$ cat config.mk
export PLATFORM = sky130hd
export DESIGN_NAME = sm_accum_disp
export DESIGN_NICKNAME = d
export VERILOG_FILES = /design/src/rtl/sm_accum_disp.sv
export SDC_FILE = /design/constraint.sdc
export NUM_CORES = 1
export LEC_CHECK = 0
export BUFFER_PORTS_ARGS = -buffer_cell sky130_fd_sc_hd__buf_2
export CAP_MARGIN = 20
export CORE_MARGIN = 1.5
export CORE_UTILIZATION = 45
export DETAILED_ROUTE_END_ITERATION = 12
export PLACE_DENSITY = 0.62
export SETUP_SLACK_MARGIN = 0.1
export SKIP_CTS_REPAIR_TIMING = 1
export SYNTH_ARGS = -nofsm -noshare
export SYNTH_HDL_FRONTEND = slang
export SYNTH_SLANG_ARGS = --single-unit
$ cat constraint.sdc
create_clock -name clk -period 2.85 [get_ports clk]
set_input_delay 0.57 -clock clk [delete_from_list [all_inputs] [get_ports clk]]
set_output_delay 0.57 -clock clk [all_outputs]
set_load 0.01 [all_outputs]
$ cat src/rtl/sm_accum_disp.sv
// Sign-magnitude accumulator driven by button edges, with a 4-digit multiplexed
// 7-segment display showing magnitude (hex), sign and sticky overflow.
module sm_accum_disp #(
    parameter int N            = 8,
    parameter int REFRESH_BITS = 18
) (
    input  logic              clk,
    input  logic              reset,
    input  logic [2:0]        btn,
    input  logic [N-1:0]      sw,
    output logic [3:0]        an,
    output logic [7:0]        sseg,
    output logic [N-1:0]      acc,
    output logic              ovf
);

    localparam int M = N - 1;

    logic [2:0]              btn_q;
    logic [2:0]              rise;
    logic [N-1:0]            acc_q, acc_d;
    logic                    ovf_q, ovf_d;
    logic [REFRESH_BITS-1:0] refresh_q;

    logic [M-1:0]            b_mag;
    logic                    b_sign;
    logic                    op_sign;
    logic [M:0]              mag_sum;
    logic [M-1:0]            res_mag;
    logic                    res_sign;
    logic                    res_carry;
    logic [7:0]              mag8;
    logic [1:0]              digit_sel;

    assign rise = btn & ~btn_q;

    // A zero-magnitude operand is always +0 so it never flips the result sign.
    assign b_mag   = sw[M-1:0];
    assign b_sign  = sw[N-1] & (|b_mag);
    assign op_sign = rise[1] ? b_sign : (~b_sign & (|b_mag));
    assign mag_sum = {1'b0, acc_q[M-1:0]} + {1'b0, b_mag};

    always_comb begin
        res_mag   = '0;
        res_sign  = 1'b0;
        res_carry = 1'b0;
        if (acc_q[N-1] == op_sign) begin
            res_mag   = mag_sum[M-1:0];
            res_sign  = op_sign;
            res_carry = mag_sum[M];
        end else if (acc_q[M-1:0] >= b_mag) begin
            res_mag  = acc_q[M-1:0] - b_mag;
            res_sign = acc_q[N-1];
        end else begin
            res_mag  = b_mag - acc_q[M-1:0];
            res_sign = op_sign;
        end
        // Keeps the accumulator free of -0, including after a wrap.
        res_sign = res_sign & (|res_mag);
    end

    always_comb begin
        acc_d = acc_q;
        ovf_d = ovf_q;
        if (rise[0]) begin
            acc_d = {b_sign, b_mag};
            ovf_d = 1'b0;
        end else if (rise[1] || rise[2]) begin
            acc_d = {res_sign, res_mag};
            ovf_d = ovf_q | res_carry;
        end
    end

    // Buttons reset to "pressed" so a button held through reset is not an edge.
    always_ff @(posedge clk or posedge reset) begin
        if (reset) begin
            btn_q     <= 3'b111;
            acc_q     <= '0;
            ovf_q     <= 1'b0;
            refresh_q <= '0;
        end else begin
            btn_q     <= btn;
            acc_q     <= acc_d;
            ovf_q     <= ovf_d;
            refresh_q <= refresh_q + 1'b1;
        end
    end

    assign acc = acc_q;
    assign ovf = ovf_q;

    function automatic logic [6:0] hex7(input logic [3:0] h);
        logic [6:0] seg;
        case (h)
            4'h0: seg = 7'b0000001;
            4'h1: seg = 7'b1001111;
            4'h2: seg = 7'b0010010;
            4'h3: seg = 7'b0000110;
            4'h4: seg = 7'b1001100;
            4'h5: seg = 7'b0100100;
            4'h6: seg = 7'b0100000;
            4'h7: seg = 7'b0001111;
            4'h8: seg = 7'b0000000;
            4'h9: seg = 7'b0000100;
            4'hA: seg = 7'b0001000;
            4'hB: seg = 7'b1100000;
            4'hC: seg = 7'b0110001;
            4'hD: seg = 7'b1000010;
            4'hE: seg = 7'b0110000;
            default: seg = 7'b0111000;
        endcase
        return seg;
    endfunction

    assign digit_sel = refresh_q[REFRESH_BITS-1 -: 2];

    always_comb begin
        mag8         = '0;
        mag8[M-1:0]  = acc_q[M-1:0];
        an           = 4'b1111;
        sseg         = 8'b11111111;
        case (digit_sel)
            2'd0: begin
                an   = 4'b1110;
                sseg = {1'b1, hex7(mag8[3:0])};
            end
            2'd1: begin
                an   = 4'b1101;
                sseg = {1'b1, hex7(mag8[7:4])};
            end
            2'd2: begin
                an   = 4'b1011;
                sseg = acc_q[N-1] ? 8'b11111110 : 8'b11111111;
            end
            default: begin
                an   = 4'b0111;
                sseg = ovf_q ? 8'b10111000 : 8'b11111111;
            end
        endcase
    end

endmodule
After elaboration in Yosys (flattened, before gate mapping):

Memories as Yosys holds them, arrays and structs flattened.
Index checks and enable logic that the tools add are counted.

* add/sub/neg operators: 4
* bitwise operators: 7
* eq/ne operators: 3
* mux-type cells: 14
* reductions and logical operators: 5
* order comparisons: 1

Operator list (count)
* $mux W7: 3
* $pmux W7 S3: 1
* $add A18 B1 Y18 const B: 1
* $mux W8: 2
* $reduce_or A7 Y1: 2
* $sub A7 B7 Y7: 2
* $pmux W4 S3: 1
* $add A7 B7 Y8: 1
* $ge A7 B7 Y1: 1
* $mux W1: 7
* $and A1 B1 Y1: 3
* $and A3 B3 Y3: 1
* $not A3 Y3: 1
* $eq A2 B1 Y1 const B: 1
* $eq A2 B2 Y1 const B: 1
* $logic_not A2 Y1: 1
* $reduce_bool A2 Y1: 1
* $eq A1 B1 Y1: 1
* $logic_or A1 B1 Y1: 1
* $not A1 Y1: 1
* $or A1 B1 Y1: 1

* output and inout bits: 21
* bits in registers: 30
* ROM bits: 168
* memories kept: 2
* bits of input ports: 13

Memories
* (name not given): depth 16, width 7, read ports 1, clocked after Yosys merged registers in 0, wr ports 0, line 94 `case (h)`
* (name not given): depth 8, width 7, read ports 1, clocked after Yosys merged registers in 0, wr ports 0, line 94

Depth between registers and ports, before layout:

Gate-level depths: netlist of run 1.

* depth in word-level cells: 11
* mapped depth: 12
* depth with buffers taken out: 12

Worst setup path after synthesis of run 1:

Ideal clock, no wire load.

* path kind: input to register
* start: input sw[2]
* end: register acc_q[7] (netlist: acc[7])
* setup time: 0.127 ns
* cell stages on the path: 11
* path buffers: 1
* arrival time: 2.412 ns
* setup slack: 0.311 ns
* cell sequence: inv_1 ha_1 buf_2 a21oi_1 o21ai_1 a21oi_2 mux2_2 mux2i_1 o2111ai_1 nor3_1 a21oi_1

* longest elaborated chain between the ends: 11
* elaborated cells between the ends (all ways): 18

RTL lines
* from (decl): line 10 `input logic [N-1:0] sw,`
* parallel branches: the longest is 10 deep, another holds $sub A7 B7 Y7
* $mux W8 (*): line 65 `if (rise[0]) begin`
* to (signal assigned): line 78 `acc_q <= '0;`
* to (signal assigned): line 83 `acc_q <= acc_d;`
* to (decl): line 21 `logic [N-1:0] acc_q, acc_d;`

Every way passes the cells marked *. The select of a mux whose other input is x is not followed.
A chain may end at the register's enable or synchronous reset.

Worst setup path in the final report of run 1:

* start: register acc_q[0] (netlist: acc[0])
* end: output sseg[0]

* longest elaborated chain between the ends: 2

RTL lines
* $mem_v2 Z16 W7
* $pmux W7 S3: line 122 `case (digit_sel)`
* to (decl): line 12 `output logic [7:0] sseg,`

Every way passes these cells.

==> results of run 1 <==
## worst min-delay path by stage
| stage | endpoint | start | slack, ns |
|---|---|---|---|
| 3_3_place_gp | refresh_q[4]$_DFF_PP0_ | refresh_q[4]$_DFF_PP0_ | 0.46 |
| 3_5_place_dp | refresh_q[4]$_DFF_PP0_ | refresh_q[4]$_DFF_PP0_ | 0.46 |
| 2_1_floorplan | refresh_q[14]$_DFF_PP0_ | refresh_q[14]$_DFF_PP0_ | 0.43 |
| 4_1_cts | refresh_q[9]$_DFF_PP0_ | reset | 0.37 |
| 6_report | refresh_q[9]$_DFF_PP0_ | reset | 0.36 |
| 5_1_grt | btn_q[2]$_DFF_PP1_ | btn[2] | 0.38 |
## cells in the mapped netlist, drive strengths merged, types with 3 or more instances
cell type / instances / area (um^2)
nor2: 22 / 82.6
dfstp: 3 / 78.8
nor3: 4 / 20.0
inv: 29 / 109
nand4: 4 / 25.0
ha: 35 / 438
mux2i: 11 / 110
buf: 4 / 28.8
and3: 5 / 31.3
xnor2: 13 / 114
clkbuf: 8 / 30.0
xor2: 9 / 78.8
dfrtp: 27 / 676
a211oi: 4 / 30.0
and2: 4 / 27.5
a31oi: 3 / 18.8
nand2b: 4 / 27.5
nand3: 7 / 35.0
fa: 3 / 60.1
nor2b: 4 / 25.0
a21oi: 33 / 169
o21ai: 18 / 90.1
nand2: 31 / 116
## final cells by class
| cell class | count | area, um^2 |
|---|---|---|
| Fill cell | 543 | 2530 |
| Sequential cell | 30 | 758 |
| Inverter | 30 | 120 |
| Multi-Input combinational cell | 239 | 1730 |
| Timing Repair Buffer | 48 | 280 |
| Clock buffer | 6 | 82.6 |
| Clock inverter | 2 | 12.5 |
| Tap cell | 72 | 90.1 |
## power by group
group	total (mW)	internal [mW]	switching, mW
Clock	0.362	0.194	0.168
Sequential	0.603	0.491	0.112
Combinational	1.79	0.788	1.00
## tightest hold or removal path, cell delays in order
cell and delay, ns:
buf_2 0.09, inv_1 0.04, buf_4 0.35
## layout by cell type (no fill, tap or decap), types with 13 or more instances in the layout
cell type,n
a21oi_1,32
buf_2,32
buf_4,16
dfrtp_1,24
ha_1,35
inv_1,28
nand2_1,31
nor2_1,22
o21ai_0,15
xnor2_1,13
## sequential cells by signal (all words and copies together), names as in the netlist
| name | cells |
|---|---|
| refresh_q | 18 |
| acc | 8 |
| btn_q | 3 |
| ovf | 1 |
## logic make-up after synthesis
group                    after synthesis
flip-flops                            30
buffers and inverters                 42
other                                  1
XOR/XNOR                              22
AND/OR/NAND/NOR                       91
adder cells (fa/ha/maj)               38
multiplexers                          13
AO/OA/AOI/OAI                         74
## stage by stage
step / worst slack, ns / utilization (%) / setup TNS [ns]
after floorplan: 0.311 / - / 0
after global placement: 0.107 / 52.0 / 0
after detailed placement: 0.0377 / 52.0 / 0
after CTS: -0.0328 / 53.7 / -0.0427
after global routing: 0.104 / 54.9 / 0
final: 0.235 / 54.9 / 0
## routing by layer
layer	global-route usage, %	up-vias	routed length [um]
met3	4.69	7	285
met1	30.9	1056	3070
li1	-	1140	-
met2	33.6	46	2810
met5	0	-	0
met4	4.83	0	70
==> impl_results.html, run 1 <==
<table>
<tr><th>Metric</th><th>Value</th></tr>
<tr><th colspan="2">CTS</th></tr>
<tr><td>Clock sink total</td><td>30</td></tr>
<tr><td>Clock transition at path regs</td><td>0.07 ns</td></tr>
<tr><td>CTS Root Cell</td><td>clkbuf_8</td></tr>
<tr><td>Clock Latency Late Sink</td><td>0.28 ns</td></tr>
<tr><td>TritonCTS clock tree</td><td>yes</td></tr>
<tr><td>Inserted Clock Buffers</td><td>5</td></tr>
<tr><td>Max Buffers Root-to-Sink</td><td>2</td></tr>
<tr><td>H-Tree Depth</td><td>2</td></tr>
<tr><th colspan="2">Critical path</th></tr>
<tr><td>End point of the critical path</td><td>sseg[0]</td></tr>
<tr><td>Required time of the critical path</td><td>2.28 ns</td></tr>
<tr><td>Worst Reg-to-Reg Cells</td><td>10</td></tr>
<tr><td>Arrival time of data at the critical path endpoint</td><td>2.05 ns</td></tr>
<tr><td>Launch point of the worst path</td><td>acc[0]$_DFFE_PP0P_</td></tr>
<tr><td>Endpoint kind of the worst setup timing path</td><td>output pin</td></tr>
<tr><td>Critical register-to-register path endpoint</td><td>acc[7]$_DFFE_PP0P_</td></tr>
<tr><td>Stages on the worst setup path</td><td>8</td></tr>
<tr><td>Cell family contributing the most delay on the critical path</td><td>compound AO/OA/AOI/OAI gates</td></tr>
<tr><td>WS Path Type</td><td>reg -&gt; out</td></tr>
<tr><td>Maximum fanout count along the critical path</td><td>5</td></tr>
<tr><td>Worst reg-to-reg setup slack</td><td>0.32 ns</td></tr>
<tr><td>Cell with the largest stage delay on the worst path</td><td>dfrtp_2</td></tr>
<tr><td>CP Cell Sequence</td><td>buf_4, ha_1, nand2_1, nand2_1, a221oi_1, a211oi_1, a31o_2, buf_2</td></tr>
<tr><td>Largest stage delay on the critical path</td><td>between 0.4 and 0.5 ns</td></tr>
<tr><td>Worst R2R Start</td><td>acc[3]$_DFFE_PP0P_</td></tr>
<tr><td>Bufs and invs on worst path</td><td>2</td></tr>
<tr><td>Kind of start point of the critical path</td><td>flip-flop</td></tr>
<tr><td>Most frequent CP cell</td><td>nand2_1</td></tr>
<tr><th colspan="2">Place</th></tr>
<tr><td>Number of cells after detailed placement</td><td>412</td></tr>
<tr><td>Post-DP Area</td><td>roughly 3000 um^2</td></tr>
<tr><td>Routability-driven placement congestion ratio</td><td>0.881</td></tr>
<tr><td>Count of buffers from port buffering</td><td>32</td></tr>
<tr><td>Half-perimeter wire length after detailed placement</td><td>4690 um</td></tr>
<tr><th colspan="2">Power and ir drop</th></tr>
<tr><td>Post-layout power</td><td>2.76 mW</td></tr>
<tr><td>Leakage power total</td><td>1.51 nW</td></tr>
<tr><td>Power density relative to cell area</td><td>between 800 and 900 nW/um^2</td></tr>
<tr><td>Worst-case vdd ir drop</td><td>0.000410 V</td></tr>
<tr><th colspan="2">Floorplanning</th></tr>
<tr><td>DIE WIDTH</td><td>79.9 um</td></tr>
<tr><td>Ports placed on the boundary</td><td>34</td></tr>
<tr><td>Placeable core region</td><td>5610 um^2</td></tr>
<tr><td>Total die area</td><td>6380 um^2</td></tr>
<tr><td>Row count</td><td>27</td></tr>
<tr><td>Chip height</td><td>79.9 um</td></tr>
<tr><td>Effective utilization at floorplan</td><td>a little under half</td></tr>
<tr><th colspan="2">GRT</th></tr>
<tr><td>GRT Total Usage</td><td>around 22%</td></tr>
<tr><td>First-pass GRT wire length</td><td>roughly 11,000 um</td></tr>
<tr><td>Maximum number of pins on one net before global-route repair</td><td>31</td></tr>
<tr><td>Global route overflow</td><td>0</td></tr>
<tr><td>Initial antenna violation count</td><td>0</td></tr>
<tr><td>Number of global-route vias before repair</td><td>roughly 2,200</td></tr>
<tr><th colspan="2">Synth</th></tr>
<tr><td>Synthesized area per cell</td><td>8.55 um^2</td></tr>
<tr><td>Area fraction in and, or, nand and nor cells after synthesis</td><td>16.7%</td></tr>
<tr><td>Async SR Flop Fraction</td><td>100%</td></tr>
<tr><td>Post-Synth Adder-Cell Area</td><td>18.7%</td></tr>
<tr><td>Dominant combinational cell family by area after synthesis</td><td>adder cells</td></tr>
<tr><td>Multiplexer area fraction after synthesis</td><td>~5.4%</td></tr>
<tr><td>Cell area after technology mapping</td><td>2660 um^2</td></tr>
<tr><td>Netlist cell types</td><td>53</td></tr>
<tr><td>Number of flops mapped to enable cells by yosys</td><td>0</td></tr>
<tr><td>Post-synthesis cell count</td><td>a little over 300</td></tr>
<tr><td>Register area share after synthesis</td><td>28.4%</td></tr>
<tr><td>Count of state elements after synthesis</td><td>30</td></tr>
<tr><td>Synth warn</td><td>0</td></tr>
<tr><td>Leading register cell type out of synthesis</td><td>dfrtp_1</td></tr>
<tr><td>Area fraction in compound gates after synthesis</td><td>between 10% and 20%</td></tr>
<tr><td>Net Count, Synth</td><td>between 300 and 400</td></tr>
<tr><td>Share of the synthesized netlist area taken by xor and xnor gates</td><td>7.25%</td></tr>
<tr><th colspan="2">Finish</th></tr>
<tr><td>Diodes inserted</td><td>0</td></tr>
<tr><td>Design area</td><td>just over 3000 um^2</td></tr>
<tr><td>Number of non-filler instances in the completed layout</td><td>427</td></tr>
<tr><td>Share of cells above drive strength 1</td><td>between 20% and 30%</td></tr>
<tr><td>Number of nets in the layout</td><td>405</td></tr>
<tr><td>Relative area change from synthesis to final layout</td><td>15.8%</td></tr>
<tr><th colspan="2">Flow run</th></tr>
<tr><td>MaxCap Viol Count</td><td>0</td></tr>
<tr><th colspan="2">Timing</th></tr>
<tr><td>Worst-margin pin slew</td><td>1.04 ns</td></tr>
<tr><td># setup viols final</td><td>0</td></tr>
<tr><td>Fmax</td><td>382 MHz</td></tr>
<tr><td>Number of pins exceeding their max-slew limit in the final report</td><td>0</td></tr>
<tr><td>RSZ-0062 raised after global routing</td><td>no</td></tr>
<tr><td>Final period utilization</td><td>around nine tenths</td></tr>
<tr><td>Number of hold violations in the final report</td><td>0</td></tr>
<tr><td>Final worst clock skew</td><td>~0.0026 ns</td></tr>
<tr><td>Worst slew margin relative to its limit</td><td>30.3%</td></tr>
<tr><td>WHS</td><td>0.357 ns</td></tr>
<tr><td>Final critical-path required period</td><td>2.62 ns</td></tr>
<tr><th colspan="2">Run status</th></tr>
<tr><td>Outcome</td><td>finished clean</td></tr>
<tr><th colspan="2">Worst hold path</th></tr>
<tr><td>Path category of the worst min-delay check</td><td>in -&gt; async</td></tr>
<tr><th colspan="2">Routing</th></tr>
<tr><td>Routed WL per cell</td><td>14.6 um</td></tr>
<tr><td>Post-route antenna net violation count</td><td>0</td></tr>
<tr><td>Wire length reported by the detailed router</td><td>6240 um</td></tr>
<tr><td>Initial drt markers</td><td>roughly 100</td></tr>
<tr><td>DR pass1 iterations</td><td>4</td></tr>
<tr><td>Detail-routed via count per cell</td><td>about 5.3</td></tr>
<tr><td>Via count</td><td>2,249</td></tr>
<tr><td># DRC</td><td>0</td></tr>
</table>
(Power assumes the default switching activity.)
==> inputs of run 2 (changes only) <==
--- a/config.mk
+++ b/config.mk
@@ -7,10 +7,9 @@
 export LEC_CHECK = 0
 export BUFFER_PORTS_ARGS = -buffer_cell sky130_fd_sc_hd__buf_2
 export CAP_MARGIN = 20
-export CORE_MARGIN = 1.5
-export CORE_UTILIZATION = 45
+export CORE_UTILIZATION = 63
 export DETAILED_ROUTE_END_ITERATION = 12
-export PLACE_DENSITY = 0.62
+export PLACE_DENSITY = 0.83
 export SETUP_SLACK_MARGIN = 0.1
 export SKIP_CTS_REPAIR_TIMING = 1
 export SYNTH_ARGS = -nofsm -noshare
==> constraint.sdc (replaced) <==
create_clock -name clk -period 3.1 [get_ports clk]
set_input_delay 0.62 -clock clk [delete_from_list [all_inputs] [get_ports clk]]
set_output_delay 0.62 -clock clk [all_outputs]
set_load 0.01 [all_outputs]
==> impl_results.html, run 2 (synthesized netlist as in run 1, its figures left out) <==
<table>
<tr><th>Metric</th><th>Value</th></tr>
<tr><th colspan="2">Finish</th></tr>
<tr><td>Number of nets in the layout</td><td>392</td></tr>
<tr><td>Most frequent cells in the layout</td><td>35 x ha_1, 32 x a21oi_1, 32 x buf_2, 31 x nand2_1, 28 x inv_1</td></tr>
<tr><td>Design area</td><td>2940 um^2</td></tr>
<tr><td>Finished Core Util</td><td>73.0%</td></tr>
<tr><td>Leading cell type in the layout, fill and taps excluded</td><td>ha_1</td></tr>
<tr><td>Number of flip-flops under the largest register name</td><td>18</td></tr>
<tr><td>Relative area change from synthesis to final layout</td><td>10.7%</td></tr>
<tr><td>Top reg by flops</td><td>refresh_q</td></tr>
<tr><td>Diodes inserted</td><td>0</td></tr>
<tr><td>Share of cells above drive strength 1</td><td>17.3%</td></tr>
<tr><th colspan="2">Timing</th></tr>
<tr><td>Number of hold violations in the final report</td><td>0</td></tr>
<tr><td>Summed negative setup slack over all endpoints</td><td>0 ns</td></tr>
<tr><td>RSZ-0062 raised after global routing</td><td>no</td></tr>
<tr><td># setup viols final</td><td>0</td></tr>
<tr><td>Worst-margin pin slew</td><td>around 1.1 ns</td></tr>
<tr><td>Fmax</td><td>~360 MHz</td></tr>
<tr><td>Final critical-path required period</td><td>2.81 ns</td></tr>
<tr><td>Final worst clock skew</td><td>0.00924 ns</td></tr>
<tr><td>Final period utilization</td><td>90.6%</td></tr>
<tr><td>Worst slew margin relative to its limit</td><td>27.1%</td></tr>
<tr><td>WHS</td><td>roughly 0.39 ns</td></tr>
<tr><td>Number of pins exceeding their max-slew limit in the final report</td><td>0</td></tr>
<tr><th colspan="2">Routing</th></tr>
<tr><td>Via count</td><td>2,283</td></tr>
<tr><td>Initial drt markers</td><td>roughly 200</td></tr>
<tr><td># DRC</td><td>0</td></tr>
<tr><td>Detail-routed via count per cell</td><td>5.82</td></tr>
<tr><td>Post-route antenna net violation count</td><td>0</td></tr>
<tr><td>Wire length reported by the detailed router</td><td>6080 um</td></tr>
<tr><td>Routed WL per cell</td><td>15.5 um</td></tr>
<tr><td>DR pass1 iterations</td><td>5</td></tr>
<tr><th colspan="2">Critical path</th></tr>
<tr><td>Required time of the critical path</td><td>2.48 ns</td></tr>
<tr><td>Largest stage delay on the critical path</td><td>0.49 ns</td></tr>
<tr><td>Cell with the largest stage delay on the worst path</td><td>dfrtp_2</td></tr>
<tr><td>Most frequent CP cell</td><td>inv_1</td></tr>
<tr><td>Kind of start point of the critical path</td><td>flip-flop</td></tr>
<tr><td>CP Cell Sequence</td><td>inv_1, ha_1, inv_1, mux4_2, mux2i_1, nand2_1, buf_2</td></tr>
<tr><td>WS Path Type</td><td>reg -&gt; out</td></tr>
<tr><td>Maximum fanout count along the critical path</td><td>10</td></tr>
<tr><td>Endpoint kind of the worst setup timing path</td><td>output pin</td></tr>
<tr><td>Arrival time of data at the critical path endpoint</td><td>2.19 ns</td></tr>
<tr><th colspan="2">Power and ir drop</th></tr>
<tr><td>Fraction of power consumed by combinational cells</td><td>62.3%</td></tr>
<tr><td>Leakage power total</td><td>roughly 1.5 nW</td></tr>
<tr><td>Power density relative to cell area</td><td>836 nW/um^2</td></tr>
<tr><td>Total internal power</td><td>~1.3 mW</td></tr>
<tr><td>Proportion of power drawn by flip-flops and latches</td><td>23.8%</td></tr>
<tr><td>Switching power total</td><td>1.18 mW</td></tr>
<tr><td>Clk network pwr share</td><td>between 10% and 20%</td></tr>
<tr><td>Post-layout power</td><td>approximately 2.5 mW</td></tr>
<tr><td>Switching fraction of total power</td><td>48.1%</td></tr>
<tr><td>Worst-case vdd ir drop</td><td>0.000602 V</td></tr>
<tr><th colspan="2">Floorplanning</th></tr>
<tr><td>Ports placed on the boundary</td><td>34</td></tr>
<tr><td>Placeable core region</td><td>4030 um^2</td></tr>
<tr><td>DIE WIDTH</td><td>67.0 um</td></tr>
<tr><td>Row count</td><td>23</td></tr>
<tr><td>Chip height</td><td>67.0 um</td></tr>
<tr><td>Effective utilization at floorplan</td><td>66.0%</td></tr>
<tr><td>Total die area</td><td>4480 um^2</td></tr>
<tr><th colspan="2">GRT</th></tr>
<tr><td>Global route overflow</td><td>0</td></tr>
<tr><td>Initial antenna violation count</td><td>0</td></tr>
<tr><td>Number of global-route vias before repair</td><td>2,064</td></tr>
<tr><td>First-pass GRT wire length</td><td>9660 um</td></tr>
<tr><td>GRT Total Usage</td><td>about 29%</td></tr>
<tr><td>Maximum number of pins on one net before global-route repair</td><td>31</td></tr>
<tr><th colspan="2">CTS</th></tr>
<tr><td>Clock sink total</td><td>30</td></tr>
<tr><td>H-Tree Depth</td><td>2</td></tr>
<tr><td>Inserted Clock Buffers</td><td>5</td></tr>
<tr><td>Clock Latency Late Sink</td><td>0.29 ns</td></tr>
<tr><td>Clock transition at path regs</td><td>around 0.080 ns</td></tr>
<tr><td>TritonCTS clock tree</td><td>yes</td></tr>
<tr><td>Max Buffers Root-to-Sink</td><td>2</td></tr>
<tr><td>CTS Root Cell</td><td>clkbuf_8</td></tr>
<tr><th colspan="2">Place</th></tr>
<tr><td>Routability-driven placement congestion ratio</td><td>roughly 0.95</td></tr>
<tr><td>Count of buffers from port buffering</td><td>32</td></tr>
<tr><td>Post-DP Area</td><td>2840 um^2</td></tr>
<tr><td>Half-perimeter wire length after detailed placement</td><td>4620 um</td></tr>
<tr><th colspan="2">Flow run</th></tr>
<tr><td>MaxCap Viol Count</td><td>0</td></tr>
<tr><th colspan="2">Run status</th></tr>
<tr><td>Outcome</td><td>finished clean</td></tr>
<tr><th colspan="2">Worst hold path</th></tr>
<tr><td>Path category of the worst min-delay check</td><td>in -&gt; async</td></tr>
</table>
==> run 2: cell types whose count changed in the layout (fill, tap and decap cells not counted) <==
cell        delta
buf_4         -13
dfrtp_2        -2
dfrtp_1        +2
clkinv_1       +1
clkinvlp_4     -2
inv_2          +1
==> run 2: power by group through the flow <==
stage	Combinational (mW)	Clock, mW	Sequential (mW)
3_3_place_gp	1.48	0	0.583
5_1_grt	1.69	0.363	0.597
4_1_cts	1.51	0.348	0.580
3_5_place_dp	1.49	0	0.587
6_report	1.53	0.341	0.586
2_1_floorplan	1.10	0	0.558
==> run 2: final timing paths <==
path,slack (ns),cells after the start,from,to
max in group asynchronous,2.39,3,reset,btn_q[1]$_DFF_PP1_
min in group clk,0.44,1,btn[2],btn_q[2]$_DFF_PP1_
worst min register to register,0.48,1,refresh_q[9]$_DFF_PP0_,refresh_q[9]$_DFF_PP0_
worst max register to register,0.33,12,acc[0]$_DFFE_PP0P_,acc[7]$_DFFE_PP0P_
worst min-delay path,0.39,3,reset,acc[3]$_DFFE_PP0P_
worst max-delay path,0.29,7,acc[1]$_DFFE_PP0P_,sseg[3]
==> run 2: area by class of cell <==
class                      instances  area [um^2]
timing repair buffer              35          183
tap                               50         62.6
clock buffer                       6         82.6
clock inverter                     2         12.5
fill                             321         1090
multi-input combinational        239         1730
sequential                        30          756
inverter                          30          113
==> run 2: critical path: cells and delay by family, from the launching register on <==
family / cells / cell delay (ns)
and+or+nand+nor: 1 / 0.07
DFF: 1 / 0.49
buffers and inverters: 3 / 0.38
muxes: 2 / 0.61
adders and majority gates: 1 / 0.35
==> run 2: per-layer routing <==
metal | routed length, um | global-route usage (%) | vias to the layer above
li1 | - | - | 1115
met1 | 2860 | 40.0 | 1088
met2 | 2870 | 47.0 | 74
met3 | 301 | 5.65 | 6
met4 | 56 | 7.98 | 0
met5 | 0 | 0 | -
==> run 2: through the flow <==
stage	setup WS (ns)	instances
floorplan	0.511	311
global placement	0.260	384
detailed placement	0.205	384
CTS	0.141	392
global route	0.112	392
finish	0.291	392
